$ cat config.mk
export PLATFORM = sky130hd
export DESIGN_NAME = spu_ibr_rx
export DESIGN_NICKNAME = d
export VERILOG_FILES = /design/src/rtl/spu_ibr_rx.sv
export SDC_FILE = /design/constraint.sdc
export NUM_CORES = 1
export LEC_CHECK = 0
export ABC_AREA = 0
export CAP_MARGIN = 30
export CORE_ASPECT_RATIO = 1.4
export CORE_MARGIN = 1
export CORE_UTILIZATION = 53
export CTS_BUF_LIST = sky130_fd_sc_hd__clkbuf_8
export DETAILED_ROUTE_END_ITERATION = 10
export GPL_TIMING_DRIVEN = 0
export HOLD_SLACK_MARGIN = 0.02
export PLACE_DENSITY = 0.88
export SKIP_CTS_REPAIR_TIMING = 1
export SLEW_MARGIN = 15
export SYNTH_ARGS = -nofsm -noshare
export SYNTH_HDL_FRONTEND = slang
export SYNTH_SLANG_ARGS = --single-unit
$ cat constraint.sdc
create_clock -name clk -period 5.7 [get_ports clk]
set_clock_uncertainty 0.1 [all_clocks]
set_input_delay 0.57 -clock clk [delete_from_list [all_inputs] [get_ports clk]]
set_output_delay 0.57 -clock clk [all_outputs]
set_load 0.02 [all_outputs]
$ cat src/rtl/spu_ibr_rx.sv
// spu_ibr_rx: inbound response receive buffer between the NoC ejection port
// and spu_ibr_ctl. Unpacks response flits, enforces head->data ordering,
// drops illegal/out-of-order flits and queues legal ones in a small FIFO.

`ifndef NOU_TID_WIDTH
`define NOU_TID_WIDTH 8
`endif
`ifndef NOU_TILE_ID_WIDTH
`define NOU_TILE_ID_WIDTH 4
`endif

module spu_ibr_rx #(
  parameter int FLIT_W = 64,
  parameter int TID_W  = `NOU_TID_WIDTH,
  parameter int TILE_W = `NOU_TILE_ID_WIDTH,
  parameter int DEPTH  = 4
) (
  input  logic              clk,
  input  logic              rstn,
  input  logic              noc_flit_vld,
  output logic              noc_flit_rdy,
  input  logic [FLIT_W-1:0] noc_flit,
  output logic              ib_rsp_vld,
  input  logic              ib_rsp_rdy,
  output logic [1:0]        ib_rsp_type,
  output logic [TID_W-1:0]  ib_rsp_tid,
  output logic [TILE_W-1:0] ib_rsp_dst_tile_id,
  output logic              ib_rsp_status,
  output logic              seq_err,
  output logic [7:0]        drop_cnt
);

  localparam int AW = $clog2(DEPTH);
  localparam int EW = 3 + TID_W + TILE_W;

  typedef enum logic [1:0] {
    EXP_HEAD = 2'b01,
    EXP_DATA = 2'b10
  } state_t;

  state_t          state;
  state_t          state_nxt;

  logic [EW-1:0]   mem [DEPTH];
  logic [AW:0]     wptr;
  logic [AW:0]     rptr;
  logic            full;
  logic            empty;
  logic            accept;
  logic            pop;
  logic            push;
  logic            drop;
  logic            seq_err_nxt;
  logic [1:0]      ftype;
  logic [EW-1:0]   head;
  logic            unused_flit_bits;

  assign ftype            = noc_flit[1:0];
  assign unused_flit_bits = ^noc_flit[FLIT_W-1:EW];

  assign empty  = (wptr == rptr);
  assign full   = (wptr[AW] != rptr[AW]) && (wptr[AW-1:0] == rptr[AW-1:0]);

  assign noc_flit_rdy = !full;
  assign ib_rsp_vld   = !empty;
  assign accept       = noc_flit_vld && noc_flit_rdy;
  assign pop          = ib_rsp_vld && ib_rsp_rdy;

  // Fields read as zero while empty so reset and idle present a clean bus
  assign head               = empty ? '0 : mem[rptr[AW-1:0]];
  assign ib_rsp_type        = head[1:0];
  assign ib_rsp_status      = head[2];
  assign ib_rsp_tid         = head[3 +: TID_W];
  assign ib_rsp_dst_tile_id = head[3+TID_W +: TILE_W];

  // Ordering state register
  always_ff @(posedge clk or negedge rstn) begin
    if (!rstn) state <= EXP_HEAD;
    else       state <= state_nxt;
  end

  // Next ordering state on each accepted flit
  always_comb begin
    state_nxt = state;
    if (accept) begin
      case (state)
        EXP_HEAD: if (ftype == 2'd0) state_nxt = EXP_DATA;
        EXP_DATA: if (ftype == 2'd1) state_nxt = EXP_HEAD;
        default:  state_nxt = EXP_HEAD;
      endcase
    end
  end

  // Push/drop/sequence-error decode for the accepted flit
  always_comb begin
    push        = 1'b0;
    drop        = 1'b0;
    seq_err_nxt = 1'b0;
    if (accept) begin
      if (ftype[1]) begin
        drop = 1'b1;
      end else begin
        case (state)
          EXP_HEAD: begin
            push        = (ftype == 2'd0);
            drop        = (ftype == 2'd1);
            seq_err_nxt = (ftype == 2'd1);
          end
          EXP_DATA: begin
            push        = 1'b1;
            seq_err_nxt = (ftype == 2'd0);
          end
          default: drop = 1'b1;
        endcase
      end
    end
  end

  // FIFO pointers
  always_ff @(posedge clk or negedge rstn) begin
    if (!rstn) begin
      wptr <= '0;
      rptr <= '0;
    end else begin
      if (push) wptr <= wptr + 1'b1;
      if (pop)  rptr <= rptr + 1'b1;
    end
  end

  // FIFO storage; contents are don't-care until written
  always_ff @(posedge clk) begin
    if (push) mem[wptr[AW-1:0]] <= noc_flit[EW-1:0];
  end

  // Sequence error pulse and saturating drop counter
  always_ff @(posedge clk or negedge rstn) begin
    if (!rstn) begin
      seq_err  <= 1'b0;
      drop_cnt <= '0;
    end else begin
      seq_err <= seq_err_nxt;
      if (drop && drop_cnt != 8'hFF) drop_cnt <= drop_cnt + 8'd1;
    end
  end

endmodule

# Yosys cells after proc, flatten, opt, wreduce, memory -nomap -nowiden
# Memory sizes are Yosys's and may differ from the RTL's.
# Cells that the tools add are included.
# op_classes
reduce_logical	8
n_eq_ne	9
n_mux	15
addsub	3
# op_table
operator	n
two-way mux 15 bit	1
adder 8 x 1 -> 8 bit (second input constant)	1
two-way mux 1 bit	8
!= test 8 bit (second input constant)	1
adder 3 x 1 -> 3 bit (second input constant)	2
one-hot mux 1 bit (2 select lines)	3
== test 2 x 1 -> 1 bit (second input constant)	2
logical AND 1 bit	4
two-way mux 2 bit	2
!= test 2 bit (second input constant)	2
one-hot mux 2 bit (2 select lines)	1
== test 3 bit	1
AND reduction 3 bit	1
== test 2 bit	1
== test 2 bit (second input constant)	1
logical NOT 1 bit	2
logical NOT 2 bit	1
!= test 1 bit	1
# word_totals
ramBits	60
inputBits	68
register_bits	17
word_cells	41
memories	1
output_inout_bits	26
# mem_list
name	words	width	rd	rd_clocked_by_memory_dff	write_ports	line_no	rtl
mem	4	15	1	0	1	44	logic [EW-1:0] mem [DEPTH];

# Longest topological paths before layout
# depth
depth_word	7
mapped_depth	7
ltp_nobuf	7

# Least setup slack after synthesis
# OpenSTA, ideal clock, no wires.
# synth_path
path_type	reg2out
start	register rptr[0]
end	output port ib_rsp_dst_tile_id[0]
path_slack_ns	3.458
t_required_ns	5.030
arrival_time_ns	1.572
stages_incl_launch_ff	7
cell_sequence	dfrtp_1 > buf_6 > xor2_4 > nor2_1 > nand2_1 > clkbuf_1 > and2_1
# synth_via
elab_chain_len	2
# synth_rtl
element	line_no	rtl
start, declared	46	logic [AW:0] rptr;
start signal, assigned	126	if (pop) rptr <= rptr + 1'b1;
memory read (4 x 15 bit) / == test 3 bit (equally long branches)	--	
two-way mux 15 bit (*)	70	assign head = empty ? '0 : mem[rptr[AW-1:0]];
end, declared	27	output logic [TILE_W-1:0] ib_rsp_dst_tile_id,
# Mark *: on every way between the ends. The rest lies on a longest branch, timed or not.

# Final worst setup path
# layout_path
start	register rptr[1]
end	output port ib_rsp_dst_tile_id[0]
# The elaborated chain is that of the path after synthesis.

==> flow_metrics.tcl <==
set metrics [dict create \
    cp_top_family "buffers and inverters" \
    floorplan.core_area_um2 5950 \
    stdcell_count 312 \
    cts_tree "built" \
    floorplan.rows 33 \
    regToRegEndpoint "mem[0][2]" \
    synthDistinctLibCells 34 \
    worstSetupEndpoint "ib_rsp_dst_tile_id[0]" \
    critical_path_start "rptr[1]" \
    finalSetupViolCount 0 \
    io_buffers 44 \
    worst_slew_margin_rel_pct 43.1 \
    drt_iter0_drc 158 \
    routedWlPerCell_um 18.6 \
    drt_first_pass_iters 4 \
    synth.area.top_cells "sky130_fd_sc_hd__edfxtp_1, sky130_fd_sc_hd__dfrtp_1, sky130_fd_sc_hd__mux4_2, sky130_fd_sc_hd__ha_1, sky130_fd_sc_hd__and2_1" \
    yosys_register_bits 77 \
    nNetsFinal 315 \
    cp.arrival_ps 2660 \
    final_min_period_over_clock_period_pct 58.4 \
    placed_cells 296 \
    synth.cell_area_um2 3300 \
    timing.critical_path.slowest_cell_delay_ps 610 \
    timing.final.max_slew_violations 0 \
    rsz0062_at_grt "no" \
    layout_min_cycle_time_ps 3330 \
    slowest_stage "sky130_fd_sc_hd__clkdlybuf4s50_1" \
    die_height_um 95.3 \
    synth_enable_flop_cells 60 \
    post-route-drc-count 0 \
    critical_path_maximum_fanout 10 \
    grt_overflow_total 0 \
    seq_area_frac_synth_pct 67.6 \
    postSynthAreaPerCell_um2 18.1 \
    regToRegSetupSlack_ps 3090 \
    reg2reg_depth 4 \
    setup_tns_ps 0 \
    post_synth_mux_area_share_pct 12.6 \
    tightest_slew_ps 851 \
    synthSimpleGateAreaFrac_pct 7.90 \
    ys_warn_count 0 \
    synth_top_area_share_pct 54.7 \
    width_of_the_die_um 68.6 \
    hold_class "flop to flop" \
    clock.fmax_ghz 0.300 \
    die_area_um2 6540 \
    post_route_cells_drive_above_1_share_pct 18.6 \
    numCtsBuffers 9 \
    cts.htree.levels 3 \
    postLayoutCoreUtil_pct 68.3 \
    synth_area_leader_cell "sky130_fd_sc_hd__edfxtp_1" \
    yosysMostFrequentCell "sky130_fd_sc_hd__edfxtp_1" \
    vias_per_cell 5.54 \
    p_leak_nw 1.44 \
    via_count_of_the_first_global_routing_pass 1900 \
    regToRegStartpoint "rptr[2]" \
    clockBufferDepth 2 \
    number_of_antenna_diodes 0 \
    synth-adder-area-share_pct 3.80 \
    gp_routability_congestion 0.818 \
    yosys.area_share.xor_xnor_pct 3.95 \
    grt_usage_pct 21.0 \
    critical_path.startpoint_type "flop" \
    crit_chain "buf_4 > xor2_2 > nor2_1 > nand2_1 > clkbuf_1 > and2_1 > clkdlybuf4s50_1" \
    cp.depth 7 \
    peakVddDrop_uv 353 \
    critPathBufInv 3 \
    pwr_density_cell_nw_per_um2 549 \
    antenna_left 0 \
    cts_root_buffer "sky130_fd_sc_hd__clkbuf_8" \
    endpoint_kind "output pin" \
    number_of_maximum_capacitance_constraint_violations 0 \
    synth_nets 260 \
    initial_utilization_pct 55.4 \
    netlist_top_cells_count "sky130_fd_sc_hd__edfxtp_1, sky130_fd_sc_hd__and2_1, sky130_fd_sc_hd__dfrtp_1" \
    syn-instance-count 182 \
    outcome "finished clean" \
    asyncSetResetFlopFracSynth_pct 22.1 \
    worst_setup_hold_path_clk_slew_ps 80 \
    totalWireLength_um 5810 \
    largest_net_degree_at_the_start_of_global_routing 18 \
    cts_sinks 77 \
    design.portCount 94 \
    hold_viol_final 0 \
    yosys_most_used_dff "sky130_fd_sc_hd__edfxtp_1" \
    synth_top_family_by_area "multiplexers" \
    hpwlAfterDp_um 3900 \
    synth_compound_area_share_pct 2.54 \
    clk_latency_ps 340 \
    grt_first_pass_wirelength_um 9400 \
    routed-via-count 1730 \
    area_growth_pct 23.3 \
    required_time_worst_endpoint_ps 5030 \
    antenna_found_initial 0 \
    timing.setup.critical_path_class "flop to output pin" \
]
==> per-layer routing <==
metal	global-route usage, %	vias up	share of wire [%]
met4	10.6	0	1.8
met3	5.26	11	4.1
met2	36.1	46	55
met1	23.4	876	39
met5	0	-	0
li1	-	797	-
==> cells by family (layout without fill, tap and decap cells) <==
kind of cell / Yosys count / after routing
xor gates and xnor gates: 11 / 11
and+or+nand+nor: 42 / 42
AOI/OAI and AO/OA: 9 / 9
muxes: 22 / 22
buffers and inverters: 11 / 71
adders and majority gates: 10 / 10
DFF: 77 / 77
==> placed cells by master (no fill, tap or decap), types with 2 or more instances in the layout <==
master,count
sky130_fd_sc_hd__nand2b_1,4
sky130_fd_sc_hd__edfxtp_1,60
sky130_fd_sc_hd__ha_1,10
sky130_fd_sc_hd__nand4_1,4
sky130_fd_sc_hd__and3_1,3
sky130_fd_sc_hd__clkbuf_8,9
sky130_fd_sc_hd__clkdlybuf4s50_1,44
sky130_fd_sc_hd__mux2_2,4
sky130_fd_sc_hd__xor2_2,2
sky130_fd_sc_hd__inv_1,7
sky130_fd_sc_hd__bufinv_16,3
sky130_fd_sc_hd__clkbuf_1,2
sky130_fd_sc_hd__dfrtp_1,16
sky130_fd_sc_hd__mux2i_1,2
sky130_fd_sc_hd__and2_1,18
sky130_fd_sc_hd__mux4_2,15
sky130_fd_sc_hd__nand2_1,4
sky130_fd_sc_hd__a21oi_1,4
sky130_fd_sc_hd__o21ai_0,2
sky130_fd_sc_hd__xnor2_1,7
sky130_fd_sc_hd__nor2_1,3
==> final cells by class <==
type,instances,area [um^2]
plain buffers,5,31.3
clock buffers,9,124
multi-input cells,94,1010
well taps,70,87.6
flip-flops and latches,77,2230
fillers,390,1880
inverters,6,22.5
clock inverters,7,115
repair buffers,44,440
==> worst min-delay path by stage <==
stage	start	to	slack [ps]	cells past startpoint
global placement	rptr[2]	rptr[2]	380	1
CTS	drop_cnt[5]	drop_cnt[5]	410	1
global route	drop_cnt[0]	drop_cnt[0]	450	1
detailed placement	drop_cnt[5]	drop_cnt[5]	390	1
finish	drop_cnt[5]	drop_cnt[5]	400	1
floorplan	rstn	drop_cnt[0]	170	0
==> metrics by stage <==
step                power (W)  hold WS, ps  setup slack, ps  cell area [um^2]
finish                0.00223          401             2370              4060
global route          0.00236          451             2180              4060
CTS                   0.00226          407             2290              4060
detailed placement    0.00176          393             2730              3820
global placement      0.00172          384             2820              3820
floorplan             0.00138          174             3460              3300
==> state kept, by name (all words and copies together) (netlist names) <==
register and count:
rptr 3, drop_cnt 8, mem 60, seq_err 1, wptr 3, state 2
==> power by group <==
part,switching (W),internal [W],total (W)
Combinational,0.000500,0.000493,0.000993
Sequential,0.0000692,0.000683,0.000752
Clock,0.000194,0.000290,0.000484
Power figures use the tool's default switching activity.
